$ cat config.mk
export PLATFORM = sky130hd
export DESIGN_NAME = muldiv_seq
export DESIGN_NICKNAME = d
export VERILOG_FILES = /design/src/rtl/muldiv_pkg.sv /design/src/rtl/muldiv_signfix.sv /design/src/rtl/muldiv_seq.sv
export SDC_FILE = /design/constraint.sdc
export NUM_CORES = 1
export LEC_CHECK = 0
export CORE_ASPECT_RATIO = 2
export CORE_MARGIN = 1
export CORE_UTILIZATION = 30
export DETAILED_ROUTE_END_ITERATION = 7
export GPL_ROUTABILITY_DRIVEN = 0
export GPL_TIMING_DRIVEN = 1
export PLACE_DENSITY = 0.53
export SLEW_MARGIN = 15
export SYNTH_ARGS = -nofsm -noshare
export SYNTH_HDL_FRONTEND = slang
export SYNTH_SLANG_ARGS = --single-unit
$ cat constraint.sdc
create_clock -name clk -period 5.7 [get_ports clk]
set_input_delay 0.57 -clock clk [delete_from_list [all_inputs] [get_ports clk]]
set_output_delay 0.57 -clock clk [all_outputs]
set_load 0.005 [all_outputs]
$ cat src/rtl/muldiv_pkg.sv
// rtl/muldiv_pkg.sv - shared types and constants for the RV32M multiply/divide sequencer
package muldiv_pkg;
  localparam int XLEN = 32;
  localparam logic [XLEN-1:0] DIV_ZERO_Q = 32'hFFFF_FFFF;

  typedef enum logic [2:0] {
    MUL    = 3'b000,
    MULH   = 3'b001,
    MULHSU = 3'b010,
    MULHU  = 3'b011,
    DIV    = 3'b100,
    DIVU   = 3'b101,
    REM    = 3'b110,
    REMU   = 3'b111
  } op_e;

  typedef enum logic [1:0] {
    IDLE = 2'd0,
    CALC = 2'd1,
    DONE = 2'd2
  } state_e;
endpackage

$ cat src/rtl/muldiv_signfix.sv
// rtl/muldiv_signfix.sv - operand magnitude on entry and final result negation on completion
module muldiv_signfix
  import muldiv_pkg::*;
(
  input  logic [XLEN-1:0]   a,
  input  logic [XLEN-1:0]   b,
  input  logic              a_signed,
  input  logic              b_signed,
  input  logic [2*XLEN-1:0] val,
  input  logic              val_neg,
  output logic [XLEN-1:0]   a_abs,
  output logic [XLEN-1:0]   b_abs,
  output logic              a_neg,
  output logic              b_neg,
  output logic [2*XLEN-1:0] val_fix
);
  assign a_neg   = a_signed & a[XLEN-1];
  assign b_neg   = b_signed & b[XLEN-1];
  // 0x80000000 negates to itself, which is exactly its unsigned magnitude
  assign a_abs   = a_neg ? -a : a;
  assign b_abs   = b_neg ? -b : b;
  assign val_fix = val_neg ? -val : val;
endmodule

$ cat src/rtl/muldiv_seq.sv
// rtl/muldiv_seq.sv - iterative RV32M shift-add multiply / restoring divide sequencer
module muldiv_seq #(
  parameter int XLEN = 32
) (
  input  logic            clk,
  input  logic            rst,
  input  logic            start,
  input  logic [2:0]      funct3,
  input  logic [XLEN-1:0] op_a,
  input  logic [XLEN-1:0] op_b,
  input  logic            flush,
  output logic            stall,
  output logic            done,
  output logic [XLEN-1:0] result
);
  import muldiv_pkg::*;

  state_e            state, state_nxt;
  op_e               op_q;
  op_e               op_in;
  logic [4:0]        count;
  logic [2*XLEN-1:0] acc;
  logic [XLEN-1:0]   opnd_b;
  logic              neg_a, neg_b, special;
  logic [XLEN-1:0]   result_q;

  logic              accept;
  logic              in_sign_a, in_sign_b, in_neg_a, in_neg_b;
  logic [XLEN-1:0]   in_a_abs, in_b_abs;
  logic              div_zero, div_ovf, special_in;
  logic [XLEN-1:0]   special_val;

  assign op_in     = op_e'(funct3);
  assign accept    = (state == IDLE) & start & ~flush;
  assign in_sign_a = op_in inside {MULH, MULHSU, DIV, REM};
  assign in_sign_b = op_in inside {MULH, DIV, REM};

  assign div_zero    = op_in[2] & (op_b == '0);
  assign div_ovf     = (op_in == DIV || op_in == REM) & (op_a == 32'h8000_0000) & (op_b == '1);
  assign special_in  = div_zero | div_ovf;
  // overflow: quotient is op_a itself (0x80000000), remainder is zero
  assign special_val = div_zero ? (op_in[1] ? op_a : DIV_ZERO_Q)
                                : (op_in[1] ? '0 : op_a);

  // acc holds {product_hi, multiplier} for multiply, {remainder, dividend/quotient} for divide
  logic [XLEN:0]     mul_sum;
  logic [2*XLEN-1:0] mul_nxt;
  logic [XLEN:0]     div_sh, div_diff;
  logic              div_ge;
  logic [2*XLEN-1:0] div_nxt;

  assign mul_sum  = {1'b0, acc[2*XLEN-1:XLEN]} + {1'b0, opnd_b & {XLEN{acc[0]}}};
  assign mul_nxt  = {mul_sum, acc[XLEN-1:1]};
  assign div_sh   = {acc[2*XLEN-1:XLEN], acc[XLEN-1]};
  assign div_diff = div_sh - {1'b0, opnd_b};
  assign div_ge   = div_sh >= {1'b0, opnd_b};
  assign div_nxt  = {div_ge ? div_diff[XLEN-1:0] : div_sh[XLEN-1:0], acc[XLEN-2:0], div_ge};

  logic              is_rem;
  logic [XLEN-1:0]   div_sel;
  logic [2*XLEN-1:0] fix_val, fix_out;
  logic              fix_neg;
  logic [XLEN-1:0]   done_val;

  assign is_rem   = op_q[2] & op_q[1];
  assign div_sel  = is_rem ? acc[2*XLEN-1:XLEN] : acc[XLEN-1:0];
  assign fix_val  = op_q[2] ? {{XLEN{1'b0}}, div_sel} : acc;
  assign fix_neg  = is_rem ? neg_a : (neg_a ^ neg_b);
  assign done_val = special ? acc[XLEN-1:0]
                  : (op_q inside {MULH, MULHSU, MULHU}) ? fix_out[2*XLEN-1:XLEN]
                  : fix_out[XLEN-1:0];

  muldiv_signfix u_signfix (
    .a        (op_a),
    .b        (op_b),
    .a_signed (in_sign_a),
    .b_signed (in_sign_b),
    .val      (fix_val),
    .val_neg  (fix_neg),
    .a_abs    (in_a_abs),
    .b_abs    (in_b_abs),
    .a_neg    (in_neg_a),
    .b_neg    (in_neg_b),
    .val_fix  (fix_out)
  );

  always_ff @(posedge clk or posedge rst) begin
    if (rst) state <= IDLE;
    else     state <= state_nxt;
  end

  always_comb begin
    state_nxt = state;
    case (state)
      IDLE:    if (accept) state_nxt = special_in ? DONE : CALC;
      CALC:    if (flush) state_nxt = IDLE;
               else if (count == 5'd31) state_nxt = DONE;
      DONE:    state_nxt = IDLE;
      default: state_nxt = IDLE;
    endcase
  end

  always_comb begin
    stall  = accept | (state == CALC);
    done   = (state == DONE) & ~flush;
    result = done ? done_val : result_q;
  end

  always_ff @(posedge clk or posedge rst) begin
    if (rst) begin
      op_q     <= MUL;
      count    <= '0;
      acc      <= '0;
      opnd_b   <= '0;
      neg_a    <= 1'b0;
      neg_b    <= 1'b0;
      special  <= 1'b0;
      result_q <= '0;
    end else begin
      if (accept) begin
        op_q    <= op_in;
        neg_a   <= in_neg_a;
        neg_b   <= in_neg_b;
        special <= special_in;
        count   <= '0;
        opnd_b  <= in_b_abs;
        acc     <= {{XLEN{1'b0}}, special_in ? special_val : in_a_abs};
      end else if (state == CALC) begin
        count <= count + 5'd1;
        acc   <= op_q[2] ? div_nxt : mul_nxt;
      end
      if (done) result_q <= done_val;
    end
  end
endmodule

==> results of run 1 <==
## per-stage QoR
step	power, uW	hold WS [ns]	cell area [sq um]
after CTS	8130	0.483	17100
after global placement	6930	0.473	16500
after floorplan	5220	0.442	14600
after global routing	8780	0.498	17100
final	8260	0.475	17100
after detailed placement	6980	0.469	16500
## path summary, 6_finish.rpt
path                        startpoint           end  slack, ns  depth (start not counted)
setup / recovery               op_q[1]    result[31]       0.16                         13
max in group asynchronous          rst       op_q[2]       3.96                          3
hold / removal                     rst  result_q[24]       0.47                          2
hold reg to reg            result_q[4]   result_q[4]       0.47                          2
setup reg to reg                acc[0]       acc[62]       1.00                         13
min in group clk           result_q[4]   result_q[4]       0.48                          2
## routing by layer
layer	vias to the layer above	part of all wire, %	GRT usage [%]
li1	7358	-	-
met1	7665	33	26.0
met2	611	52	48.3
met3	243	4.8	3.83
met4	0	9.4	22.5
met5	-	0	0
## synthesized netlist by cell type, drive strengths merged (12+ instances only)
cell type | number | area [sq um]
nand2 | 209 | 787
a21oi | 207 | 1040
nor2 | 199 | 747
o21ai | 180 | 901
dfrtp | 141 | 3530
clkbuf | 121 | 455
xnor2 | 74 | 648
ha | 70 | 876
inv | 63 | 236
mux2i | 62 | 621
xor2 | 60 | 526
nor3 | 41 | 205
and2 | 40 | 250
nand3 | 36 | 180
a21o | 35 | 263
a31oi | 35 | 219
a211oi | 31 | 233
o221ai | 31 | 272
o211ai | 30 | 225
nor4 | 25 | 156
and3 | 21 | 131
buf | 21 | 105
o31ai | 21 | 158
or3 | 21 | 131
or4 | 16 | 124
o21a | 15 | 113
nand4 | 13 | 81.3
nor2b | 13 | 81.3
o22ai | 12 | 75.1
## power by group through the flow
stage	Sequential [uW]	Clock, uW	Combinational, uW
floorplan	1490	0	3740
global placement	1850	0	5070
detailed placement	1850	0	5130
CTS	1830	1150	5150
global route	1890	1180	5710
finish	1880	1140	5250
## what timing repair did
action | in CTS | in global routing
buffers inserted | 0 | 0
setup endpoints to repair | 0 | 6
gates resized for setup | 0 | 6
## sequential cells by signal, indices dropped and copies added, names as in the netlist
signal,cells
opnd_b,32
acc,64
neg_a,1
neg_b,1
special,1
op_q,3
result_q,32
state,2
count,5
## logic make-up (layout without fill, tap and decap cells)
logic type	count (synthesis)	after routing	share of synthesized area (%)
buf+inv	206	268	5.47
compound gates	690	690	29.5
mux	66	66	4.55
flops	141	141	24.1
xor+xnor	134	134	8.02
fa+ha+maj	72	72	6.26
simple gates	678	678	22.1
## final cells by class
cell class	instances	area (sq um)
inverters	64	245
clock inverters	13	131
fillers	5173	31100
flip-flops and latches	141	3530
repair buffers	172	1560
well taps	638	798
multi-input cells	1640	10400
clock buffers	19	443
==> run_summary.xml, run 1 <==
<?xml version="1.0" encoding="UTF-8"?>
<metrics>
  <group name="sta">
    <metric name="achievable-frequency" unit="MHz">181</metric>
    <metric name="slew_violations" unit="">0</metric>
    <metric name="post-route-worst-setup-slack" unit="ns">0.163</metric>
    <metric name="totalNegativeSetupSlack" unit="ns">0</metric>
    <metric name="clock_period_minus_worst_slack" unit="ns">5.54</metric>
    <metric name="finalCritPeriodShare" unit="%">97.1</metric>
    <metric name="finalSetupViolCount" unit="">0</metric>
    <metric name="slew-limit-headroom" unit="%">28.2</metric>
    <metric name="timing_worst_slew_pin_value" unit="ns">1.07</metric>
    <metric name="hold_violations" unit="">0</metric>
    <metric name="final.setup_skew" unit="ns">0.0137</metric>
    <metric name="rsz0062_at_grt" unit="">false</metric>
  </group>
  <group name="global_routing">
    <metric name="grtUsageTotal" unit="%">26.6</metric>
    <metric name="grt_antenna_before_repair" unit="">0</metric>
    <metric name="grt_remaining_overflow" unit="">0</metric>
    <metric name="grt_first_pass_wirelength" unit="um">97200</metric>
    <metric name="grt_pass1_vias" unit="">15700</metric>
    <metric name="pin_count_of_the_biggest_net_entering_global_routing" unit="">82</metric>
  </group>
  <group name="cells_and_area">
    <metric name="drive_gt1_share" unit="%">6.49</metric>
    <metric name="layout-area-overhead-vs-synth" unit="%">16.8</metric>
    <metric name="layout.nets" unit="">2179</metric>
    <metric name="most_frequent_cells_in_the_layout" unit="">208 x sky130_fd_sc_hd__nand2_1, 207 x sky130_fd_sc_hd__a21oi_1, 197 x sky130_fd_sc_hd__nor2_1</metric>
    <metric name="layout.cells.most_common" unit="">sky130_fd_sc_hd__nand2_1</metric>
    <metric name="n_antenna_cell" unit="">0</metric>
    <metric name="finalCoreUtilization" unit="%">35.4</metric>
    <metric name="final_cells" unit="">2687</metric>
  </group>
  <group name="synthesis">
    <metric name="synth.cell_area" unit="sq um">14600</metric>
    <metric name="cell_count_after_synthesis" unit="">1987</metric>
    <metric name="postSynthRegisterBits" unit="">141</metric>
    <metric name="number_of_distinct_library_cells_after_synthesis" unit="">76</metric>
    <metric name="synth.net_count" unit="">2130</metric>
    <metric name="synthFlopType" unit="">sky130_fd_sc_hd__dfrtp_1</metric>
    <metric name="postSynth.asyncResetShare" unit="%">100</metric>
    <metric name="post_synth_edffs" unit="">0</metric>
    <metric name="synth_sequential_area_ratio" unit="%">24.1</metric>
    <metric name="yosys_warnings" unit="">0</metric>
    <metric name="mean_instance_size_in_the_synthesized_netlist" unit="sq um">7.36</metric>
  </group>
  <group name="worst_setup_path">
    <metric name="path_cells" unit="">buf_4 -&gt; buf_4 -&gt; nor4bb_1 -&gt; o22ai_1 -&gt; or4_4 -&gt; nor4b_4 -&gt; nand2_2 -&gt; or4_4 -&gt; mux2i_1 -&gt; a2111oi_1 -&gt; a21oi_1 -&gt; o221a_1 -&gt; clkdlybuf4s50_1</metric>
    <metric name="path_type_of_the_worst_setup_path" unit="">reg -&gt; out</metric>
    <metric name="crit_family" unit="">simple AND/OR/NAND/NOR gates</metric>
    <metric name="timing.critical_path.slowest_cell_delay" unit="ns">0.57</metric>
    <metric name="crit_path_top_delay_cell" unit="">sky130_fd_sc_hd__or4_4</metric>
    <metric name="cp-start-kind" unit="">register</metric>
    <metric name="worstPathRequired" unit="ns">5.13</metric>
    <metric name="path_buf_inv" unit="">3</metric>
    <metric name="path_max_fanout" unit="">17</metric>
    <metric name="critical_path_arrival" unit="ns">4.97</metric>
    <metric name="crit_path_end_kind" unit="">primary output</metric>
  </group>
  <group name="floorplan">
    <metric name="floorplan.die.width" unit="um">158</metric>
    <metric name="placementRows" unit="">114</metric>
    <metric name="die_h" unit="um">314</metric>
    <metric name="fp.dieArea" unit="sq um">49700</metric>
    <metric name="floorplan.initialDensity" unit="%">30.3</metric>
    <metric name="core_area" unit="sq um">48200</metric>
    <metric name="io_pins" unit="">105</metric>
  </group>
  <group name="power">
    <metric name="power.share.clock" unit="%">13.7</metric>
    <metric name="worst_ir_drop_vdd" unit="uV">306</metric>
    <metric name="p_sw_share" unit="%">52.5</metric>
    <metric name="net-switching-power" unit="uW">4340</metric>
    <metric name="combinationalPowerShare" unit="%">63.6</metric>
    <metric name="sequential_fraction_of_design_power" unit="%">22.7</metric>
    <metric name="static-leakage-power" unit="uW">0.00705</metric>
    <metric name="pwr_dens" unit="nW/um^2">483</metric>
    <metric name="cell_internal_pwr" unit="uW">3920</metric>
  </group>
  <group name="clocking">
    <metric name="clk_pin_slew" unit="ns">0.07</metric>
    <metric name="clock_buffer_count_from_cts" unit="">17</metric>
    <metric name="cts_max_path_buffers" unit="">2</metric>
    <metric name="cts_tree" unit="">built</metric>
    <metric name="clockRootBuffer" unit="">sky130_fd_sc_hd__clkbuf_16</metric>
    <metric name="htree_num_levels" unit="">4</metric>
    <metric name="latest_clock_arrival_within_the_worst_skew_pair" unit="ns">0.47</metric>
    <metric name="clock_sinks" unit="">141</metric>
    <metric name="holdBufCountCts" unit="">0</metric>
  </group>
  <group name="worst_hold_path">
    <metric name="timing.hold.worst.class" unit="">in -&gt; async</metric>
  </group>
  <group name="job">
    <metric name="timing.max_cap.violations" unit="">0</metric>
  </group>
  <group name="drt">
    <metric name="final_antenna_net_count" unit="">0</metric>
    <metric name="wl_per_cell" unit="um">24.4</metric>
    <metric name="remaining_drc_errors" unit="">0</metric>
    <metric name="totalWireLength" unit="um">65400</metric>
    <metric name="first_iter_violations" unit="">978</metric>
    <metric name="count_of_vias_placed_by_the_detailed_router" unit="">15900</metric>
    <metric name="vias_per_cell" unit="">5.91</metric>
    <metric name="first_pass_iters" unit="">5</metric>
  </group>
  <group name="placed_design">
    <metric name="place_ws" unit="ns">0.551</metric>
    <metric name="count_of_input_and_output_buffers" unit="">104</metric>
    <metric name="dp.cells" unit="">2655</metric>
    <metric name="post-dp-hpwl" unit="um">49500</metric>
  </group>
  <group name="outcome">
    <metric name="outcome" unit="">completed</metric>
  </group>
</metrics>
Power figures use the tool's default switching activity.
==> run 2: changes to the inputs <==
--- a/config.mk
+++ b/config.mk
@@ -6,12 +6,11 @@
 export NUM_CORES = 1
 export LEC_CHECK = 0
 export CORE_ASPECT_RATIO = 2
-export CORE_MARGIN = 1
 export CORE_UTILIZATION = 30
 export DETAILED_ROUTE_END_ITERATION = 7
 export GPL_ROUTABILITY_DRIVEN = 0
 export GPL_TIMING_DRIVEN = 1
-export PLACE_DENSITY = 0.53
+export PLACE_DENSITY = 0.44
 export SLEW_MARGIN = 15
 export SYNTH_ARGS = -nofsm -noshare
 export SYNTH_HDL_FRONTEND = slang
==> run 2 against run 1 <==
Net effect: setup slack lost 0.013 ns; clock power is essentially flat; utilization grew 0.10 points; clock skew grew 0.0041 ns; largest power group unchanged; critical path type unchanged; the run now ends with design-rule violations left.
==> run_summary.xml, run 2 (same netlist as run 1, synthesis figures left out) <==
<?xml version="1.0" encoding="UTF-8"?>
<metrics>
  <group name="worst_setup_path">
    <metric name="cp-start-kind" unit="">register</metric>
    <metric name="timing.critical_path.slowest_cell_delay" unit="ns">0.66</metric>
    <metric name="crit_path_end_kind" unit="">primary output</metric>
    <metric name="timing.rr.start" unit="">acc[0]</metric>
    <metric name="critical_path_arrival" unit="ns">4.98</metric>
    <metric name="rr_worst_depth" unit="">15</metric>
    <metric name="path_buf_inv" unit="">2</metric>
    <metric name="path_cells" unit="">buf_6 -&gt; nor4bb_1 -&gt; o211ai_1 -&gt; or4_4 -&gt; nor4b_4 -&gt; nand2_2 -&gt; or4_4 -&gt; mux2i_1 -&gt; a2111oi_0 -&gt; a21oi_1 -&gt; o221a_1 -&gt; clkdlybuf4s50_1</metric>
    <metric name="path_max_fanout" unit="">32</metric>
    <metric name="critPathMostFrequentCell" unit="">sky130_fd_sc_hd__or4_4</metric>
    <metric name="crit_family" unit="">simple AND/OR/NAND/NOR gates</metric>
    <metric name="reg2reg_setup_slack" unit="ns">1.26</metric>
    <metric name="worstPathRequired" unit="ns">5.13</metric>
    <metric name="worst_r2r_endpoint" unit="">acc[63]</metric>
    <metric name="path_type_of_the_worst_setup_path" unit="">reg -&gt; out</metric>
    <metric name="crit_path_top_delay_cell" unit="">sky130_fd_sc_hd__or4_4</metric>
  </group>
  <group name="sta">
    <metric name="final.setup_skew" unit="ns">0.0178</metric>
    <metric name="finalCritPeriodShare" unit="%">97.4</metric>
    <metric name="clock_period_minus_worst_slack" unit="ns">5.55</metric>
    <metric name="slew_violations" unit="">0</metric>
    <metric name="achievable-frequency" unit="MHz">180</metric>
    <metric name="timing_worst_slew_pin_value" unit="ns">1.12</metric>
    <metric name="rsz0062_at_grt" unit="">false</metric>
    <metric name="slew-limit-headroom" unit="%">25.2</metric>
    <metric name="finalSetupViolCount" unit="">0</metric>
    <metric name="hold_violations" unit="">0</metric>
    <metric name="totalNegativeSetupSlack" unit="ns">0</metric>
  </group>
  <group name="clocking">
    <metric name="clk_pin_slew" unit="ns">0.07</metric>
    <metric name="htree_num_levels" unit="">4</metric>
    <metric name="clock_buffer_count_from_cts" unit="">17</metric>
    <metric name="clockRootBuffer" unit="">sky130_fd_sc_hd__clkbuf_16</metric>
    <metric name="cts_max_path_buffers" unit="">2</metric>
    <metric name="cts.repair_timing.setup_buffer_count" unit="">0</metric>
    <metric name="cts_tree" unit="">built</metric>
    <metric name="latest_clock_arrival_within_the_worst_skew_pair" unit="ns">0.46</metric>
    <metric name="clock_sinks" unit="">141</metric>
    <metric name="holdBufCountCts" unit="">0</metric>
  </group>
  <group name="global_routing">
    <metric name="grtUsageTotal" unit="%">27.2</metric>
    <metric name="grt_remaining_overflow" unit="">0</metric>
    <metric name="grt_first_pass_wirelength" unit="um">98800</metric>
    <metric name="pin_count_of_the_biggest_net_entering_global_routing" unit="">104</metric>
    <metric name="grt_antenna_before_repair" unit="">0</metric>
    <metric name="grt_pass1_vias" unit="">15600</metric>
  </group>
  <group name="placed_design">
    <metric name="count_of_input_and_output_buffers" unit="">104</metric>
    <metric name="post-dp-hpwl" unit="um">51000</metric>
  </group>
  <group name="job">
    <metric name="timing.max_cap.violations" unit="">0</metric>
  </group>
  <group name="floorplan">
    <metric name="floorplan.initialDensity" unit="%">30.3</metric>
    <metric name="core_area" unit="sq um">48200</metric>
    <metric name="placementRows" unit="">114</metric>
    <metric name="fp.dieArea" unit="sq um">49700</metric>
    <metric name="io_pins" unit="">105</metric>
    <metric name="die_h" unit="um">314</metric>
    <metric name="floorplan.die.width" unit="um">158</metric>
  </group>
  <group name="drt">
    <metric name="wl_met1" unit="um">22900</metric>
    <metric name="met2WireLength" unit="um">35100</metric>
    <metric name="count_of_vias_placed_by_the_detailed_router" unit="">15700</metric>
    <metric name="remaining_drc_errors" unit="">1</metric>
    <metric name="totalWireLength" unit="um">66700</metric>
    <metric name="met3_wirelength" unit="um">2320</metric>
    <metric name="final_antenna_net_count" unit="">0</metric>
    <metric name="vias_per_cell" unit="">5.83</metric>
    <metric name="first_iter_violations" unit="">1113</metric>
    <metric name="dr.max_layer_used" unit="">met4</metric>
    <metric name="wl_per_cell" unit="um">24.8</metric>
    <metric name="first_pass_iters" unit="">7</metric>
  </group>
  <group name="power">
    <metric name="sequential_fraction_of_design_power" unit="%">21.7</metric>
    <metric name="static-leakage-power" unit="uW">0.00710</metric>
    <metric name="net-switching-power" unit="uW">4370</metric>
    <metric name="cell_internal_pwr" unit="uW">3900</metric>
    <metric name="combinationalPowerShare" unit="%">64.5</metric>
    <metric name="pwr_dens" unit="nW/um^2">483</metric>
    <metric name="p_sw_share" unit="%">52.8</metric>
    <metric name="power.share.clock" unit="%">13.8</metric>
    <metric name="worst_ir_drop_vdd" unit="uV">250</metric>
  </group>
  <group name="cells_and_area">
    <metric name="n_antenna_cell" unit="">0</metric>
    <metric name="most_frequent_cells_in_the_layout" unit="">207 x sky130_fd_sc_hd__nand2_1, 207 x sky130_fd_sc_hd__a21oi_1, 197 x sky130_fd_sc_hd__nor2_1</metric>
    <metric name="registers.top_by_ff_count" unit="">acc</metric>
    <metric name="layout.nets" unit="">2185</metric>
    <metric name="layout-area-overhead-vs-synth" unit="%">17.2</metric>
    <metric name="biggestRegsByFlops" unit="">acc: 64 flops, opnd_b: 32 flops, result_q: 32 flops</metric>
    <metric name="max_reg_flops" unit="">64</metric>
    <metric name="finalCoreUtilization" unit="%">35.5</metric>
    <metric name="drive_gt1_share" unit="%">6.67</metric>
  </group>
  <group name="outcome">
    <metric name="outcome" unit="">finished, violations left</metric>
    <metric name="failed_checks" unit="">design-rule violations</metric>
  </group>
  <group name="worst_hold_path">
    <metric name="timing.hold.worst.class" unit="">reg -&gt; reg</metric>
    <metric name="worstHoldPathCells" unit="">2</metric>
    <metric name="min_from" unit="">result_q[11]</metric>
    <metric name="worst_hold_path.endpoint" unit="">result_q[11]</metric>
  </group>
</metrics>
==> run 2: cell types whose count changed in the layout (fill, tap and decap cells not counted), sizes merged <==
cell,previous run,this run
buf,68,74
clkinv,4,5
clkbuf,19,17
clkinvlp,5,2
inv,67,72
bufinv,1,0
==> run 2: metal layers <==
metal / vias up / global-route usage, %
li1: 7379 / -
met1: 7628 / 26.7
met2: 506 / 49.4
met3: 187 / 2.93
met4: 0 / 24.1
met5: - / 0
==> run 2: what timing repair did <==
item | in CTS | in global routing
resized for setup | 1 | 4
pin swaps | 0 | 0
endpoints found under the setup margin | 1 | 7
==> run 2: area by class of cell <==
class / instances / area (sq um)
clock inverter: 15 / 150
sequential: 141 / 3530
inverter: 64 / 245
tap: 638 / 798
clock buffer: 17 / 425
timing repair buffer: 178 / 1630
fill: 5226 / 31100
multi-input combinational: 1640 / 10400
==> run 2: worst min-delay path, stage by stage, from the launching register on <==
cell,delay [ns]
sky130_fd_sc_hd__dfrtp_1,0.33
sky130_fd_sc_hd__nand2_1,0.05
sky130_fd_sc_hd__nand3_1,0.08
==> run 2: how the worst max path moves through the flow <==
stage | start | cells after the start | endpoint
2_1_floorplan | op_q[2] | 17 | result[26]
3_3_place_gp | op_q[2] | 14 | result[26]
3_5_place_dp | op_q[2] | 14 | result[26]
4_1_cts | op_q[1] | 12 | result[31]
5_1_grt | op_q[1] | 14 | result[24]
6_report | op_q[1] | 12 | result[31]
==> run 2: power by group through the flow <==
stage	clock network (uW)	registers [uW]	logic [uW]
after floorplan	0	1490	3740
after global placement	0	1800	5250
after detailed placement	0	1800	5270
after CTS	1160	1780	5290
after global routing	1200	1810	5840
final	1140	1800	5330
==> run 2: metrics by stage <==
| stage | worst slack [ns] | std cells | hold slack (ns) | area, sq um | power [uW] |
|---|---|---|---|---|---|
| after floorplan | 0.552 | 1987 | 0.442 | 14600 | 5220 |
| after global placement | 0.565 | 2661 | 0.477 | 16500 | 7050 |
| after detailed placement | 0.516 | 2661 | 0.485 | 16500 | 7070 |
| after CTS | 0.0945 | 2693 | 0.501 | 17100 | 8240 |
| after global routing | 0.0379 | 2693 | 0.522 | 17100 | 8850 |
| final | 0.150 | 2693 | 0.492 | 17100 | 8270 |
==> run 3: changes to the inputs <==
--- a/config.mk
+++ b/config.mk
@@ -6,11 +6,11 @@
 export NUM_CORES = 1
 export LEC_CHECK = 0
 export CORE_ASPECT_RATIO = 2
-export CORE_UTILIZATION = 30
+export CORE_UTILIZATION = 50
 export DETAILED_ROUTE_END_ITERATION = 7
 export GPL_ROUTABILITY_DRIVEN = 0
 export GPL_TIMING_DRIVEN = 1
-export PLACE_DENSITY = 0.44
+export PLACE_DENSITY = 0.68
 export SLEW_MARGIN = 15
 export SYNTH_ARGS = -nofsm -noshare
 export SYNTH_HDL_FRONTEND = slang
==> run 3 against run 2 <==
Net effect: the flow now finishes without violations; power is 2.0% lower; critical path depth stayed put; sequential power hardly changed; final cell count is 11% lower; hold slack worse by 0.010 ns; wire length is 14% lower; die area is 40% lower; cell area is 2.4% lower; critical endpoint unchanged; largest cell class unchanged; largest power group unchanged.
==> run_summary.xml, run 3 (same netlist as run 1, synthesis figures left out) <==
<?xml version="1.0" encoding="UTF-8"?>
<metrics>
  <group name="cells_and_area">
    <metric name="layout-area-overhead-vs-synth" unit="%">14.4</metric>
    <metric name="filler_cell_count" unit="">2749</metric>
    <metric name="max_reg_flops" unit="">64</metric>
    <metric name="layout.cells.most_common" unit="">sky130_fd_sc_hd__nand2_1</metric>
    <metric name="biggestRegsByFlops" unit="">acc: 64 flops, opnd_b: 32 flops, result_q: 32 flops</metric>
    <metric name="final_cells" unit="">2408</metric>
    <metric name="registers.top_by_ff_count" unit="">acc</metric>
    <metric name="final_cell_area" unit="sq um">16700</metric>
    <metric name="layout.nets" unit="">2176</metric>
    <metric name="drive_gt1_share" unit="%">6.35</metric>
    <metric name="most_frequent_cells_in_the_layout" unit="">208 x sky130_fd_sc_hd__nand2_1, 207 x sky130_fd_sc_hd__a21oi_1, 197 x sky130_fd_sc_hd__nor2_1</metric>
  </group>
  <group name="worst_setup_path">
    <metric name="path_max_fanout" unit="">13</metric>
    <metric name="crit_path_end_kind" unit="">primary output</metric>
    <metric name="timing.rr.start" unit="">acc[0]</metric>
    <metric name="path_type_of_the_worst_setup_path" unit="">reg -&gt; out</metric>
    <metric name="worstPathRequired" unit="ns">5.13</metric>
    <metric name="crit_start" unit="">op_q[2]</metric>
    <metric name="cp-start-kind" unit="">register</metric>
    <metric name="critical_path_arrival" unit="ns">4.92</metric>
  </group>
  <group name="drt">
    <metric name="totalWireLength" unit="um">57600</metric>
    <metric name="final_antenna_net_count" unit="">0</metric>
    <metric name="wl_per_cell" unit="um">23.9</metric>
    <metric name="first_iter_violations" unit="">1629</metric>
    <metric name="first_pass_iters" unit="">8</metric>
    <metric name="remaining_drc_errors" unit="">0</metric>
    <metric name="vias_per_cell" unit="">6.73</metric>
    <metric name="count_of_vias_placed_by_the_detailed_router" unit="">16200</metric>
  </group>
  <group name="power">
    <metric name="worst_ir_drop_vdd" unit="uV">277</metric>
    <metric name="sequential_fraction_of_design_power" unit="%">22.6</metric>
    <metric name="pwr_dens" unit="nW/um^2">485</metric>
    <metric name="power.share.clock" unit="%">14.1</metric>
    <metric name="p_sw_share" unit="%">51.8</metric>
    <metric name="combinationalPowerShare" unit="%">63.3</metric>
    <metric name="cell_internal_pwr" unit="uW">3900</metric>
    <metric name="fin_total_pwr" unit="uW">8100</metric>
    <metric name="net-switching-power" unit="uW">4200</metric>
    <metric name="static-leakage-power" unit="uW">0.00705</metric>
  </group>
  <group name="floorplan">
    <metric name="placementRows" unit="">88</metric>
    <metric name="floorplan.die.width" unit="um">123</metric>
    <metric name="io_pins" unit="">105</metric>
    <metric name="die_h" unit="um">244</metric>
    <metric name="core_area" unit="sq um">28800</metric>
    <metric name="fp.dieArea" unit="sq um">30000</metric>
    <metric name="floorplan.initialDensity" unit="%">50.7</metric>
  </group>
  <group name="sta">
    <metric name="post-route-worst-setup-slack" unit="ns">0.211</metric>
    <metric name="hold_violations" unit="">0</metric>
    <metric name="finalSetupViolCount" unit="">0</metric>
    <metric name="clock_period_minus_worst_slack" unit="ns">5.49</metric>
    <metric name="rsz0062_at_grt" unit="">false</metric>
    <metric name="totalNegativeSetupSlack" unit="ns">0</metric>
    <metric name="timing_worst_slew_pin_value" unit="ns">1.26</metric>
    <metric name="slew_violations" unit="">0</metric>
    <metric name="final.setup_skew" unit="ns">0.0101</metric>
    <metric name="achievable-frequency" unit="MHz">182</metric>
    <metric name="finalCritPeriodShare" unit="%">96.3</metric>
    <metric name="slew-limit-headroom" unit="%">15.2</metric>
  </group>
  <group name="clocking">
    <metric name="clk_pin_slew" unit="ns">0.07</metric>
    <metric name="cts_tree" unit="">built</metric>
    <metric name="holdBufCountCts" unit="">0</metric>
    <metric name="clock_buffer_count_from_cts" unit="">17</metric>
    <metric name="latest_clock_arrival_within_the_worst_skew_pair" unit="ns">0.46</metric>
    <metric name="cts_max_path_buffers" unit="">2</metric>
    <metric name="clockRootBuffer" unit="">sky130_fd_sc_hd__clkbuf_16</metric>
    <metric name="clock_sinks" unit="">141</metric>
    <metric name="htree_num_levels" unit="">4</metric>
  </group>
  <group name="global_routing">
    <metric name="grt_antenna_before_repair" unit="">2</metric>
    <metric name="grt_remaining_overflow" unit="">0</metric>
    <metric name="grt_pass1_vias" unit="">15300</metric>
    <metric name="grt_first_pass_wirelength" unit="um">87700</metric>
    <metric name="grtUsageTotal" unit="%">39.2</metric>
    <metric name="pin_count_of_the_biggest_net_entering_global_routing" unit="">99</metric>
  </group>
  <group name="placed_design">
    <metric name="dp.cells" unit="">2372</metric>
    <metric name="count_of_input_and_output_buffers" unit="">104</metric>
    <metric name="place_ws" unit="ns">0.574</metric>
    <metric name="post_dp_cell_area" unit="sq um">16100</metric>
    <metric name="post-dp-hpwl" unit="um">42500</metric>
  </group>
  <group name="outcome">
    <metric name="outcome" unit="">completed</metric>
  </group>
  <group name="worst_hold_path">
    <metric name="min_from" unit="">result_q[28]</metric>
    <metric name="timing.hold.worst.class" unit="">reg -&gt; reg</metric>
  </group>
  <group name="job">
    <metric name="timing.max_cap.violations" unit="">0</metric>
  </group>
</metrics>
[run 3: changes by cell type in the layout (fill, tap and decap cells not counted), sizes merged]
cell    change
buf         -9
clkbuf      +1
diode       +2
clkinv      -2
bufinv      +1
[run 3: area by class of cell]
class	instances	area, sq um	area share (%)
well taps	360	450	2.69
clock inverters	14	145	0.868
inverters	64	245	1.47
flip-flops and latches	141	3530	21.1
repair buffers	169	1540	9.22
multi-input cells	1640	10400	62.0
clock buffers	18	429	2.57
diodes	2	5.00	0.0299
[run 3: critical path, stage by stage (launching register included)]
cell                              delay (ns)
sky130_fd_sc_hd__dfrtp_4                0.56
sky130_fd_sc_hd__buf_4                  0.21
sky130_fd_sc_hd__a211o_1                0.31
sky130_fd_sc_hd__a221o_1                0.36
sky130_fd_sc_hd__or4_4                  0.60
sky130_fd_sc_hd__nor4b_4                0.34
sky130_fd_sc_hd__nand2_2                0.13
sky130_fd_sc_hd__or4_4                  0.58
sky130_fd_sc_hd__mux2i_1                0.14
sky130_fd_sc_hd__a2111oi_1              0.36
sky130_fd_sc_hd__a21oi_1                0.13
sky130_fd_sc_hd__o221a_1                0.27
sky130_fd_sc_hd__clkdlybuf4s50_1        0.45
[run 3: power by group through the flow]
stage               clock network [uW]  registers, uW  logic (uW)
floorplan                            0           1490        3740
global route                      1190           1850        5570
finish                            1140           1830        5130
global placement                     0           1800        4920
detailed placement                   0           1800        4970
CTS                               1150           1790        5000
[run 3: final timing paths]
check	end	slack, ns	cells past startpoint
min reg2reg	result_q[28]	0.48	2
max	result[31]	0.21	12
min	result_q[28]	0.48	2
max in group asynchronous	result_q[19]	3.82	3
max reg2reg	acc[62]	1.43	13
min in group asynchronous	count[1]	0.67	2
[run 3: per-stage QoR]
stage / util [%] / hold slack (ns)
2_1_floorplan: - / 0.442
3_3_place_gp: 55.8 / 0.464
3_5_place_dp: 55.8 / 0.473
4_1_cts: 57.8 / 0.488
5_1_grt: 58.0 / 0.501
6_report: 58.0 / 0.482
[run 3: what timing repair did]
item	CTS	global route
setup endpoints to repair	0	11
buffers inserted	0	2
resized for setup	0	7
[run 3: routing by layer]
layer	track usage, %	part of all wire [%]	vias up
met5	0	0	-
met4	33.0	9.7	0
met3	7.47	6.3	316
met2	65.7	50	839
met1	41.3	34	7696
li1	-	-	7349
